--- config.mk ---
export PLATFORM = sky130hd
export DESIGN_NAME = inst_prefetch_buf_flat
export DESIGN_NICKNAME = d
export VERILOG_FILES = /design/src/rtl/inst_prefetch_buf_if.sv /design/src/rtl/inst_prefetch_buf.sv /design/src/flat_wrapper.sv
export SDC_FILE = /design/constraint.sdc
export NUM_CORES = 1
export LEC_CHECK = 0
export CORE_ASPECT_RATIO = 1.75
export CORE_UTILIZATION = 40
export CTS_CLUSTER_SIZE = 20
export DETAILED_ROUTE_END_ITERATION = 10
export GPL_ROUTABILITY_DRIVEN = 0
export PLACE_DENSITY = 0.66
export SLEW_MARGIN = 25
export SYNTH_ARGS = -nofsm -noshare
export SYNTH_HDL_FRONTEND = slang
export SYNTH_SLANG_ARGS = --single-unit
--- constraint.sdc ---
create_clock -name clk -period 16.55 [get_ports clk]
set_input_delay 4.1375 -clock clk [delete_from_list [all_inputs] [get_ports clk]]
set_output_delay 4.1375 -clock clk [all_outputs]
set_load 0.03 [all_outputs]
--- src/rtl/inst_prefetch_buf_if.sv ---
`default_nettype none
// ============================================================================
// Module      : inst_prefetch_buf_if
// Description : Bundles the CPU fetch port and the instruction memory read
//               port seen by inst_prefetch_buf.
//               slave  - the prefetch buffer side
//               master - the CPU + memory side
//               Signals:
//                 cpu_ce_i / cpu_addr_i / cpu_hold_i : fetch request
//                 cpu_data_o / stall_req_o           : fetch response
//                 mem_ce_o / mem_addr_o              : memory read issue
//                 mem_data_i                         : memory read data
// Revision    : 1.0 - initial release
// ============================================================================
interface inst_prefetch_buf_if #(
    parameter int ADDR_W = 32,
    parameter int DATA_W = 32
);
    logic              cpu_ce_i;
    logic [ADDR_W-1:0] cpu_addr_i;
    logic              cpu_hold_i;
    logic [DATA_W-1:0] cpu_data_o;
    logic              stall_req_o;
    logic              mem_ce_o;
    logic [ADDR_W-1:0] mem_addr_o;
    logic [DATA_W-1:0] mem_data_i;

    modport slave (
        input  cpu_ce_i, cpu_addr_i, cpu_hold_i, mem_data_i,
        output cpu_data_o, stall_req_o, mem_ce_o, mem_addr_o
    );

    modport master (
        output cpu_ce_i, cpu_addr_i, cpu_hold_i, mem_data_i,
        input  cpu_data_o, stall_req_o, mem_ce_o, mem_addr_o
    );
endinterface
`default_nettype wire

--- src/rtl/inst_prefetch_buf.sv ---
`default_nettype none
// ============================================================================
// Module      : inst_prefetch_buf
// Description : Instruction prefetch buffer between the CPU fetch port and a
//               pipelined fixed-latency instruction memory. Sequential words
//               are fetched ahead of the PC into a FIFO; the head is served
//               in one cycle when its address matches the CPU request, and
//               any unexpected address redirects the stream.
//               Ports:
//                 clk  - rising-edge clock
//                 rst  - asynchronous active-low reset
//                 bus  - inst_prefetch_buf_if.slave (CPU and memory ports)
// Revision    : 1.0 - initial release
// ============================================================================
module inst_prefetch_buf #(
    parameter int ADDR_W  = 32,
    parameter int DATA_W  = 32,
    parameter int DEPTH   = 4,
    parameter int MEM_LAT = 2
) (
    input  logic               clk,
    input  logic               rst,
    inst_prefetch_buf_if.slave bus
);
    localparam int PTR_W = $clog2(DEPTH);
    localparam int CNT_W = PTR_W + 1;
    localparam int CR_W  = CNT_W + 1;

    // FIFO of returned {addr, data}
    logic [ADDR_W-1:0] fifo_addr [DEPTH];
    logic [DATA_W-1:0] fifo_data [DEPTH];
    logic [PTR_W-1:0]  head;
    logic [PTR_W-1:0]  tail;
    logic [CNT_W-1:0]  count;
    logic [ADDR_W-1:0] fetch_ptr;

    // In-flight reads: stage 0 is the newest, stage MEM_LAT-1 returns now
    logic [MEM_LAT-1:0] fl_vld;
    logic [ADDR_W-1:0]  fl_addr [MEM_LAT];

    logic              active;
    logic              hit;
    logic              pending;
    logic              miss;
    logic              pop;
    logic              push;
    logic              issue;
    logic              oldest_vld;
    logic [ADDR_W-1:0] oldest_addr;
    logic [CR_W-1:0]   fl_cnt;
    logic [CR_W-1:0]   credit;

    // Oldest valid in-flight stage and number of reads in flight
    always_comb begin
        oldest_vld  = 1'b0;
        oldest_addr = '0;
        fl_cnt      = '0;
        for (int i = 0; i < MEM_LAT; i++) begin
            if (fl_vld[i]) begin
                oldest_vld  = 1'b1;
                oldest_addr = fl_addr[i];
                fl_cnt      = fl_cnt + CR_W'(1);
            end
        end
    end

    always_comb begin
        // Reset is folded in so every output reads zero while rst is low
        active  = bus.cpu_ce_i & rst;
        hit     = active && (count != '0) && (fifo_addr[head] == bus.cpu_addr_i);
        // With an empty FIFO the oldest in-flight read is the next word due;
        // if it is the requested one, just wait for it instead of redirecting.
        pending = active && !hit && (count == '0) && oldest_vld
                  && (oldest_addr == bus.cpu_addr_i);
        miss    = active && !hit && !pending;
        pop     = hit && !bus.cpu_hold_i;
        // A redirect drops whatever returns in the same cycle
        push    = fl_vld[MEM_LAT-1] && !miss;
        // Slots already committed once this cycle's pop is accounted for;
        // issuing only below DEPTH guarantees every return has room.
        credit  = CR_W'(count) + fl_cnt - CR_W'(pop);
        issue   = miss || (active && (credit < CR_W'(DEPTH)));

        bus.mem_ce_o    = issue;
        bus.mem_addr_o  = miss ? bus.cpu_addr_i : (issue ? fetch_ptr : '0);
        bus.stall_req_o = active && !hit;
        bus.cpu_data_o  = hit ? fifo_data[head] : '0;
    end

    // Control state
    always_ff @(posedge clk or negedge rst) begin
        if (!rst) begin
            head      <= '0;
            tail      <= '0;
            count     <= '0;
            fetch_ptr <= '0;
            fl_vld    <= '0;
        end else begin
            for (int i = MEM_LAT - 1; i > 0; i--) begin
                fl_vld[i] <= fl_vld[i-1] && !miss;
            end
            fl_vld[0] <= issue;

            if (miss) begin
                head      <= '0;
                tail      <= '0;
                count     <= '0;
                fetch_ptr <= bus.cpu_addr_i + ADDR_W'(4);
            end else begin
                if (issue) begin
                    fetch_ptr <= fetch_ptr + ADDR_W'(4);
                end
                if (push) begin
                    tail <= tail + PTR_W'(1);
                end
                if (pop) begin
                    head <= head + PTR_W'(1);
                end
                if (push && !pop) begin
                    count <= count + CNT_W'(1);
                end else if (pop && !push) begin
                    count <= count - CNT_W'(1);
                end
            end
        end
    end

    // Storage: contents are qualified by count / fl_vld, so no reset needed
    always_ff @(posedge clk) begin
        if (push) begin
            fifo_addr[tail] <= fl_addr[MEM_LAT-1];
            fifo_data[tail] <= bus.mem_data_i;
        end
        for (int i = MEM_LAT - 1; i > 0; i--) begin
            fl_addr[i] <= fl_addr[i-1];
        end
        fl_addr[0] <= bus.mem_addr_o;
    end
endmodule
`default_nettype wire

--- src/flat_wrapper.sv ---
// flat-port wrapper written by rule: the top's interface ports become plain ports
module inst_prefetch_buf_flat 
#(
    parameter int ADDR_W  = 32,
    parameter int DATA_W  = 32,
    parameter int DEPTH   = 4,
    parameter int MEM_LAT = 2
)
  (clk, rst, bus_cpu_ce_i, bus_cpu_addr_i, bus_cpu_hold_i, bus_mem_data_i, bus_cpu_data_o, bus_stall_req_o, bus_mem_ce_o, bus_mem_addr_o);
  inst_prefetch_buf_if #(.ADDR_W(ADDR_W), .DATA_W(DATA_W)) bus_i ();
  input  logic clk;
  input  logic rst;
  input wire logic [$bits(bus_i.cpu_ce_i)-1:0] bus_cpu_ce_i;
  input wire logic [$bits(bus_i.cpu_addr_i)-1:0] bus_cpu_addr_i;
  input wire logic [$bits(bus_i.cpu_hold_i)-1:0] bus_cpu_hold_i;
  input wire logic [$bits(bus_i.mem_data_i)-1:0] bus_mem_data_i;
  output wire logic [$bits(bus_i.cpu_data_o)-1:0] bus_cpu_data_o;
  output wire logic [$bits(bus_i.stall_req_o)-1:0] bus_stall_req_o;
  output wire logic [$bits(bus_i.mem_ce_o)-1:0] bus_mem_ce_o;
  output wire logic [$bits(bus_i.mem_addr_o)-1:0] bus_mem_addr_o;
  assign bus_i.cpu_ce_i = bus_cpu_ce_i;
  assign bus_i.cpu_addr_i = bus_cpu_addr_i;
  assign bus_i.cpu_hold_i = bus_cpu_hold_i;
  assign bus_i.mem_data_i = bus_mem_data_i;
  assign bus_cpu_data_o = bus_i.cpu_data_o;
  assign bus_stall_req_o = bus_i.stall_req_o;
  assign bus_mem_ce_o = bus_i.mem_ce_o;
  assign bus_mem_addr_o = bus_i.mem_addr_o;
  inst_prefetch_buf #(.ADDR_W(ADDR_W), .DATA_W(DATA_W), .DEPTH(DEPTH), .MEM_LAT(MEM_LAT)) u_core (.clk(clk), .rst(rst), .bus(bus_i));
endmodule
==> results of run 1 <==
==> state kept, by name, indices dropped and copies added (netlist names) <==
signal and count:
u_core.fl_addr 64, u_core.fifo_addr 128, u_core.fl_vld 2, u_core.tail 2
u_core.head 2, u_core.fifo_data 128, u_core.fetch_ptr 32, u_core.count 3
==> layer usage <==
metal / vias up / routed length, um
met5: - / 0
met4: 0 / 2730
met3: 109 / 1670
met2: 318 / 20300
met1: 4625 / 14300
li1: 4197 / -
==> stage by stage <==
| step | util [%] | cells | hold slack (ns) |
|---|---|---|---|
| after floorplan | - | 1044 | 0.331 |
| after detailed placement | 45.5 | 1622 | 0.338 |
| final | 48.6 | 1687 | 0.338 |
| after global routing | 48.6 | 1687 | 0.354 |
| after CTS | 48.5 | 1685 | 0.338 |
| after global placement | 45.5 | 1622 | 0.335 |
==> cell type report <==
type / instances / area (um^2)
Antenna cell: 1 / 2.50
Inverter: 47 / 176
Multi-Input combinational cell: 585 / 4900
Timing Repair Buffer: 150 / 1470
Clock inverter: 21 / 164
Tap cell: 480 / 601
Fill cell: 3300 / 19400
Clock buffer: 42 / 965
Sequential cell: 361 / 10000
==> kinds of logic after synthesis <==
kind of cell,Yosys count
AO/OA/AOI/OAI,122
XOR/XNOR,101
adder cells (fa/ha/maj),13
buffers and inverters,98
flip-flops,361
multiplexers,88
AND/OR/NAND/NOR,261
==> power by group through the flow <==
stage / clock (uW) / combinational (uW) / sequential, uW
6_report: 787 / 374 / 1160
3_3_place_gp: 0 / 370 / 1170
5_1_grt: 831 / 405 / 1170
3_5_place_dp: 0 / 374 / 1180
4_1_cts: 800 / 377 / 1160
2_1_floorplan: 0 / 239 / 1150
==> how the worst max path moves through the flow <==
stage                     cells past startpoint            endpoint               from  slack (ns)
after floorplan                              18  bus_mem_addr_o[16]  bus_cpu_addr_i[5]        4.62
after global placement                       20  bus_mem_addr_o[19]                rst        3.06
after detailed placement                     20  bus_mem_addr_o[19]                rst        2.97
after CTS                                    20  bus_mem_addr_o[19]                rst        2.94
after global routing                         20  bus_mem_addr_o[19]                rst        2.58
final                                        18  bus_mem_addr_o[19]  bus_cpu_addr_i[5]        2.93
==> cells in the final DEF, fill, tap and decap left out, types with 37 or more instances in the layout <==
| master | Yosys | routed |
|---|---|---|
| dfxtp_1 | 64 | 64 |
| xnor2_1 | 83 | 83 |
| o21ai_0 | 42 | 42 |
| mux4_2 | 60 | 60 |
| edfxtp_1 | 256 | 256 |
| clkdlybuf4s50_1 | 0 | 132 |
| clkbuf_16 | 0 | 37 |
| nand3_1 | 51 | 51 |
| dfrtp_1 | 41 | 39 |
| nand2_1 | 41 | 41 |
| nor2b_1 | 40 | 39 |
| inv_1 | 47 | 47 |
==> impl_metrics.toml, run 1 <==
[clocking]
clock_path_buffers = 3
clockRootBuffer = "clkbuf_16"
cts_resized = 0
cts-buffers-inserted = 35
clk_latency_ns = 0.53
clkTransAtPathRegs_ns = 0.07
hold_buffers = 0
cts_tree = "yes"
cts_htree_levels = 2
cts.sinks = 361
post_cts_buffers = 0

[critical_path]
critPathArrivalTime_ns = 9.48
worstPathCellList = "clkdlybuf4s50_1 > xnor2_1 > nand4_1 > nor4_2 > nand4_1 > buf_4 > or2_1 > inv_1 > ha_1 > inv_1 > ha_1 > nand3b_1 > a211o_1 > a31oi_2 > buf_4 > and2_1 > mux2_2 > clkdlybuf4s50_1"
critical_path_class = "in -> out"
critPathBufInv = 6
cp_max_fo = 33
reg2reg_depth = 21
cpLargestDelayFamily = "buffers and inverters"
regToRegEndpoint = "u_core.fetch_ptr[31]"
critPathRequiredTime_ns = 12.41
cp-end-kind = "primary output"
worstReg2RegStart = "u_core.head[0]"
startpoint_type = "input pin"
crit_path_top_delay_cell = "clkdlybuf4s50_1"
rrSetupSlack_ns = 9.64
critPathMaxStageDelay_ns = 0.81

[layout]
area_growth_pct = 19.5
drive_above_1_share_pct = 12.7
nets = 1261
final_area_um2 = 18300

[timing]
rsz0062_at_grt = "false"
slew_headroom_pct = 30.3
maxSlewViolCount = 0
fin_tns_setup_ns = 0
setup_ws_ns = 2.93
setup_violations = 0
worst_slew_pin_slew_ns = 1.04
fmax_mhz = 73.4
skew_ns = 0.0167
report.final.hold_viol_count = 0
min_period_ns = 13.62
finalCritPeriodShare_pct = 82.3

[grt]
grt_antenna_before_repair = 1
grt_usage_pct = 20.3
grt_max_degree = 66
met3_usage_pct = 2.43
gr-total-overflow = 0
grt-busiest-layer = "met2"
grt_pass1_vias = 9452
use_met1_pct = 22.6
grt_pass1_wl_um = 57500
use_met2_pct = 35.9

[floorplanning]
ios = 134
rows = 94
fp.dieH_um = 261
die_area_um2 = 39000
dieWidth_um = 150
coreArea_um2 = 37600
start_util_pct = 40.6

[power_and_ir_drop]
power_density_nw_per_um2 = 127
power_uw = 2320
p_sw_uw = 627
sequentialPowerShare_pct = 49.9
clkPwrFrac_pct = 33.9
combPwrFrac_pct = 16.1
p_leak_uw = 0.00606
switching_share_pct = 27.0
p_int_uw = 1690
ir_drop_mv = 0.0584

[logic_synthesis]
yosysTopAreaCell = "edfxtp_1"
synthArstFlopShare_pct = 11.4
synth_warnings = 0
ys_ff_latch = 361
synth-main-ff-cell = "edfxtp_1"
syn_inst = 1044
syn-cell-area_um2 = 15300
ys_top_cells_by_count = "edfxtp_1, xnor2_1, dfxtp_1"
postSynthNetCount = 1125
synthTopCellsByArea = "edfxtp_1, mux4_2, dfxtp_1"
synth-seq-area-share_pct = 65.4
yosysMostFrequentCell = "edfxtp_1"
synthAdderAreaFrac_pct = 1.11
synth_top_area_share_pct = 50.3
synth_cell_types = 61
synth_top_family_by_area = "multiplexers"
synth_edf_count = 256
syn_area_per_cell_um2 = 14.6
synth_compound_area_share_pct = 4.98
muxShareOfSynthArea_pct = 10.7
yosys.area_share.xor_xnor_pct = 5.79
yosys.area_share.simple_pct = 9.24

[run_status]
status = "completed"

[placement]
dp_slack_ns = 2.97
io_buffers = 133
place_area_um2 = 17100
dp.final_hpwl_um = 26700

[worst_hold_path]
holdPathStages = 0
worstHoldEndpoint = "u_core.fl_addr[0][41]"
worst_hold_startpoint = "u_core.fl_addr[0][9]"
hp-class = "reg -> reg"

[run]
max_cap_violations = 0

[routing]
firstDrtPassIters = 5
drc = 0
drt-total-wl_um = 39000
drtIter0Drc = 726
ant_nets = 0
routed_via_density = 5.48
vias = 9249
drt-wirelength-per-cell_um = 23.1
Note: power is estimated with default switching activity, not from simulation.
==> run 2, diff against run 1 <==
--- a/config.mk
+++ b/config.mk
@@ -10,7 +10,7 @@
 export CTS_CLUSTER_SIZE = 20
 export DETAILED_ROUTE_END_ITERATION = 10
 export GPL_ROUTABILITY_DRIVEN = 0
-export PLACE_DENSITY = 0.66
+export PLACE_DENSITY = 0.68
 export SLEW_MARGIN = 25
 export SYNTH_ARGS = -nofsm -noshare
 export SYNTH_HDL_FRONTEND = slang
==> constraint.sdc (replaced) <==
create_clock -name clk -period 12.4 [get_ports clk]
set_input_delay 3.1 -clock clk [delete_from_list [all_inputs] [get_ports clk]]
set_output_delay 3.1 -clock clk [all_outputs]
set_load 0.03 [all_outputs]
==> impl_metrics.toml, run 2 (synthesized netlist as in run 1, its figures left out) <==
[clocking]
clock_path_buffers = 3
clkTransAtPathRegs_ns = 0.07
cts_tree = "yes"
cts.sinks = 361
clockRootBuffer = "clkbuf_16"
post_cts_buffers = 0
cts_htree_levels = 1
hold_buffers = 0
clk_latency_ns = 0.57
cts_resized = 0
cts-buffers-inserted = 31

[power_and_ir_drop]
sequentialPowerShare_pct = 50.7
p_sw_uw = 819
combPwrFrac_pct = 16.6
ir_drop_mv = 0.0809
power_density_nw_per_um2 = 167
power_uw = 3050
switching_share_pct = 26.9
p_leak_uw = 0.00602
p_int_uw = 2230
clkPwrFrac_pct = 32.8

[routing]
drt-total-wl_um = 39300
drc = 0
vias = 9309
firstDrtPassIters = 5
ant_nets = 0
drt-wirelength-per-cell_um = 23.3
routed_via_density = 5.53
drtIter0Drc = 720

[timing]
slew_headroom_pct = 31.2
maxSlewViolCount = 0
skew_ns = 0.0136
worst_slew_pin_slew_ns = 1.03
setup_violations = 0
rsz0062_at_grt = "false"
fin_tns_setup_ns = 0
min_period_ns = 11.33
finalCritPeriodShare_pct = 91.3
fmax_mhz = 88.3
report.final.hold_viol_count = 0

[critical_path]
crit_path_top_delay_cell = "clkdlybuf4s50_1"
reg2reg_depth = 19
startpoint_type = "input pin"
critical_path_class = "in -> out"
worstPathCellList = "clkdlybuf4s50_1 > xnor2_1 > nand4_1 > nor4_2 > nand4_1 > buf_4 > or2_1 > inv_1 > ha_1 > inv_1 > ha_1 > nand3b_1 > a211o_1 > a31oi_2 > buf_4 > nand3_1 > o21ai_0 > clkdlybuf4s50_1"
cp-end-kind = "primary output"
cpLargestDelayFamily = "buffers and inverters"
rrSetupSlack_ns = 5.69
critPathMaxStageDelay_ns = 0.87
cp_max_fo = 33
critPathBufInv = 6
critPathArrivalTime_ns = 8.23
cp.depth = 18
critPathRequiredTime_ns = 9.30

[layout]
area_growth_pct = 19.1
mostFrequentLayoutCells = "edfxtp_1, clkdlybuf4s50_1, xnor2_1"
final_common_cell = "edfxtp_1"
multi_input_area_um2 = 4900
reg.largest.list = "u_core.fifo_addr x128, u_core.fifo_data x128, u_core.fl_addr x64"
regArea_um2 = 10000
n_fill_cell = 3234
nets = 1259
drive_above_1_share_pct = 12.6

[floorplanning]
dieWidth_um = 150
start_util_pct = 40.6
rows = 94
coreArea_um2 = 37600
ios = 134
die_area_um2 = 39000
fp.dieH_um = 261

[worst_hold_path]
holdPathStages = 0
hp-class = "reg -> reg"

[placement]
io_buffers = 133
dp.final_hpwl_um = 27500

[run_status]
status = "completed"

[grt]
grt_pass1_vias = 9461
grt_antenna_before_repair = 1
gr-total-overflow = 0
grt_max_degree = 67
grt_pass1_wl_um = 58100
grt_usage_pct = 20.4

[run]
max_cap_violations = 0
==> run 2: final timing paths <==
path	start	endpoint
min reg2reg	u_core.fl_addr[0][15]	u_core.fl_addr[0][47]
min in group asynchronous	rst	u_core.fetch_ptr[27]
max in group asynchronous	rst	u_core.head[0]
min	u_core.fl_addr[0][15]	u_core.fl_addr[0][47]
max	bus_cpu_addr_i[5]	bus_mem_addr_o[12]
max reg2reg	u_core.fl_vld[1]	u_core.fetch_ptr[22]
==> run 2: final cells by class <==
type | instances | share of cell area [%]
antenna | 1 | 0.0137
clock buffer | 39 | 4.65
clock inverter | 18 | 1.15
inverter | 47 | 0.969
multi-input combinational | 585 | 26.9
sequential | 361 | 54.9
tap | 480 | 3.30
timing repair buffer | 152 | 8.13
==> run 2: worst reg2reg max path: stages, from the launching register on <==
cell	delay, ns
dfrtp_1	0.37
buf_4	0.31
nor2b_2	0.56
buf_4	0.35
a22oi_1	0.12
xor2_1	0.58
nand4_1	0.28
or4_1	0.61
o21ai_4	0.68
mux2i_1	0.25
inv_1	0.10
ha_1	0.31
and4_1	0.39
nand3_1	0.20
or3_1	0.49
inv_1	0.23
and3_1	0.23
xor2_1	0.35
nor2_1	0.08
a21oi_1	0.12
==> run 2: through the flow <==
| stage | instances | hold WS (ns) | setup WS [ns] | util [%] | area (um^2) |
|---|---|---|---|---|---|
| global route | 1683 | 0.359 | 0.906 | 48.4 | 18200 |
| finish | 1683 | 0.351 | 1.07 | 48.4 | 18200 |
| floorplan | 1044 | 0.331 | 2.54 | - | 15300 |
| global placement | 1625 | 0.335 | 1.08 | 45.6 | 17200 |
| CTS | 1682 | 0.350 | 1.06 | 48.4 | 18200 |
| detailed placement | 1625 | 0.336 | 1.08 | 45.6 | 17200 |
==> run 2: metal layers <==
| layer | GRT usage, % | vias to the layer above | routed length (um) |
|---|---|---|---|
| met5 | 0 | - | 0 |
| met4 | 14.3 | 0 | 2880 |
| met3 | 3.32 | 130 | 2130 |
| met2 | 35.4 | 382 | 20100 |
| met1 | 22.6 | 4611 | 14200 |
| li1 | - | 4186 | - |
==> run 2: power by group through the flow <==
stage                     clock, uW  combinational [uW]  sequential, uW
after global placement            0                 500            1560
final                           998                 504            1540
after global routing           1060                 541            1560
after floorplan                   0                 318            1540
after detailed placement          0                 504            1570
after CTS                      1020                 508            1540
==> run 3, diff against run 2 <==
--- a/config.mk
+++ b/config.mk
@@ -6,6 +6,7 @@
 export NUM_CORES = 1
 export LEC_CHECK = 0
 export CORE_ASPECT_RATIO = 1.75
+export CORE_MARGIN = 1.5
 export CORE_UTILIZATION = 40
 export CTS_CLUSTER_SIZE = 20
 export DETAILED_ROUTE_END_ITERATION = 10
==> impl_metrics.toml, run 3 (synthesized netlist as in run 1, its figures left out) <==
[clocking]
cts.sinks = 361
cts_resized = 0
cts_htree_levels = 1
hold_buffers = 0
cts-buffers-inserted = 30
clk_latency_ns = 0.57
clkTransAtPathRegs_ns = 0.07
post_cts_buffers = 0
clockRootBuffer = "clkbuf_16"
cts_tree = "yes"
clock_path_buffers = 3

[critical_path]
critPathRequiredTime_ns = 9.30
critPathArrivalTime_ns = 8.35
critical_path_class = "in -> out"
cp_max_fo = 34
startpoint_type = "input pin"
cp-end-kind = "primary output"

[layout]
final_common_cell = "edfxtp_1"
area_growth_pct = 18.9
mostFrequentLayoutCells = "edfxtp_1, clkdlybuf4s50_1, xnor2_1"
n_fill_cell = 3224
multi_input_area_um2 = 4900
reg.largest.list = "u_core.fifo_addr x128, u_core.fifo_data x128, u_core.fl_addr x64"
drive_above_1_share_pct = 12.4
regArea_um2 = 10000
final_area_um2 = 18200
nets = 1261

[routing]
drt-wirelength-per-cell_um = 23.1
firstDrtPassIters = 5
drtIter0Drc = 654
vias = 9282
ant_nets = 0
routed_via_density = 5.50
drc = 0
drt-total-wl_um = 39000

[timing]
maxSlewViolCount = 0
skew_ns = 0.0141
setup_violations = 0
fin_tns_setup_ns = 0
fmax_mhz = 87.4
rsz0062_at_grt = "false"
finalCritPeriodShare_pct = 92.3
min_period_ns = 11.45
worst_slew_pin_slew_ns = 1.04
report.final.hold_viol_count = 0
slew_headroom_pct = 30.3

[floorplanning]
start_util_pct = 40.6
die_area_um2 = 39500
fp.dieH_um = 262
coreArea_um2 = 37600
dieWidth_um = 151
rows = 94
ios = 134

[power_and_ir_drop]
ir_drop_mv = 0.100
power_uw = 3000
p_leak_uw = 0.00601
power_density_nw_per_um2 = 165

[placement]
dp.final_hpwl_um = 27300
place_area_um2 = 17200
io_buffers = 133

[grt]
grt_pass1_wl_um = 58500
gr-total-overflow = 0
grt_antenna_before_repair = 3
grt_pass1_vias = 9675
grt_max_degree = 65
grt_usage_pct = 20.1

[run_status]
status = "completed"

[run]
max_cap_violations = 0

[worst_hold_path]
hp-class = "reg -> reg"
## run 3: changes by cell type in the layout (fill, tap and decap cells not counted), sizes merged
cell	before	now
clkinvlp	5	2
buf	20	23
bufinv	4	2
clkinv	8	6
clkbuf	39	45
diode	1	3
## run 3: critical path: stages
cell	delay (ns)
clkdlybuf4s50_1	0.55
xnor2_1	0.57
nand4_1	0.19
nor4_2	0.30
nand4_1	0.13
buf_4	0.27
or2_1	0.33
inv_1	0.08
ha_1	0.14
inv_1	0.04
ha_1	0.26
nand3b_1	0.12
a211o_1	0.34
a31oi_2	0.17
buf_4	0.38
inv_1	0.19
and2_1	0.29
nor2b_1	0.17
clkdlybuf4s50_1	0.69
## run 3: report_power, final
group | internal [uW] | switching [uW] | total, uW
Combinational | 200 | 302 | 502
Clock | 537 | 419 | 956
Sequential | 1460 | 85.0 | 1540
Total | 2200 | 807 | 3000
## run 3: stage by stage
step                utilization [%]  setup WS (ns)  hold slack (ns)  instances
floorplan                         -           2.54            0.331       1044
CTS                            48.3          0.975            0.350       1684
global route                   48.3          0.706            0.356       1687
detailed placement             45.6          0.980            0.337       1628
finish                         48.3          0.953            0.351       1687
global placement               45.6           1.08            0.334       1628
## run 3: area by class of cell
| cell class | count | share of cell area [%] |
|---|---|---|
| Antenna cell | 3 | 0.0413 |
| Clock buffer | 45 | 4.88 |
| Sequential cell | 361 | 55.0 |
| Tap cell | 480 | 3.30 |
| Multi-Input combinational cell | 585 | 26.9 |
| Timing Repair Buffer | 155 | 8.29 |
| Inverter | 47 | 0.970 |
| Clock inverter | 11 | 0.605 |
## run 3: metal layers
metal	GRT usage (%)	share of wire [%]	wire length [um]	up-vias
li1	-	-	-	4190
met1	22.6	36	14200	4686
met2	35.8	52	20300	298
met3	2.40	4.6	1780	108
met4	13.0	6.9	2690	0
met5	0	0	0	-
## run 3: worst paths after layout
| path | from | end | slack [ns] | cells past startpoint |
|---|---|---|---|---|
| hold reg to reg | u_core.fl_addr[0][21] | u_core.fl_addr[0][53] | 0.35 | 0 |
| setup reg to reg | u_core.fl_vld[1] | u_core.fetch_ptr[30] | 6.01 | 19 |
| hold / removal | u_core.fl_addr[0][21] | u_core.fl_addr[0][53] | 0.35 | 0 |
| min in group asynchronous | rst | u_core.fetch_ptr[31] | 2.75 | 2 |
| max in group asynchronous | rst | u_core.head[0] | 9.18 | 2 |
| setup / recovery | bus_cpu_addr_i[23] | bus_mem_addr_o[1] | 0.95 | 19 |
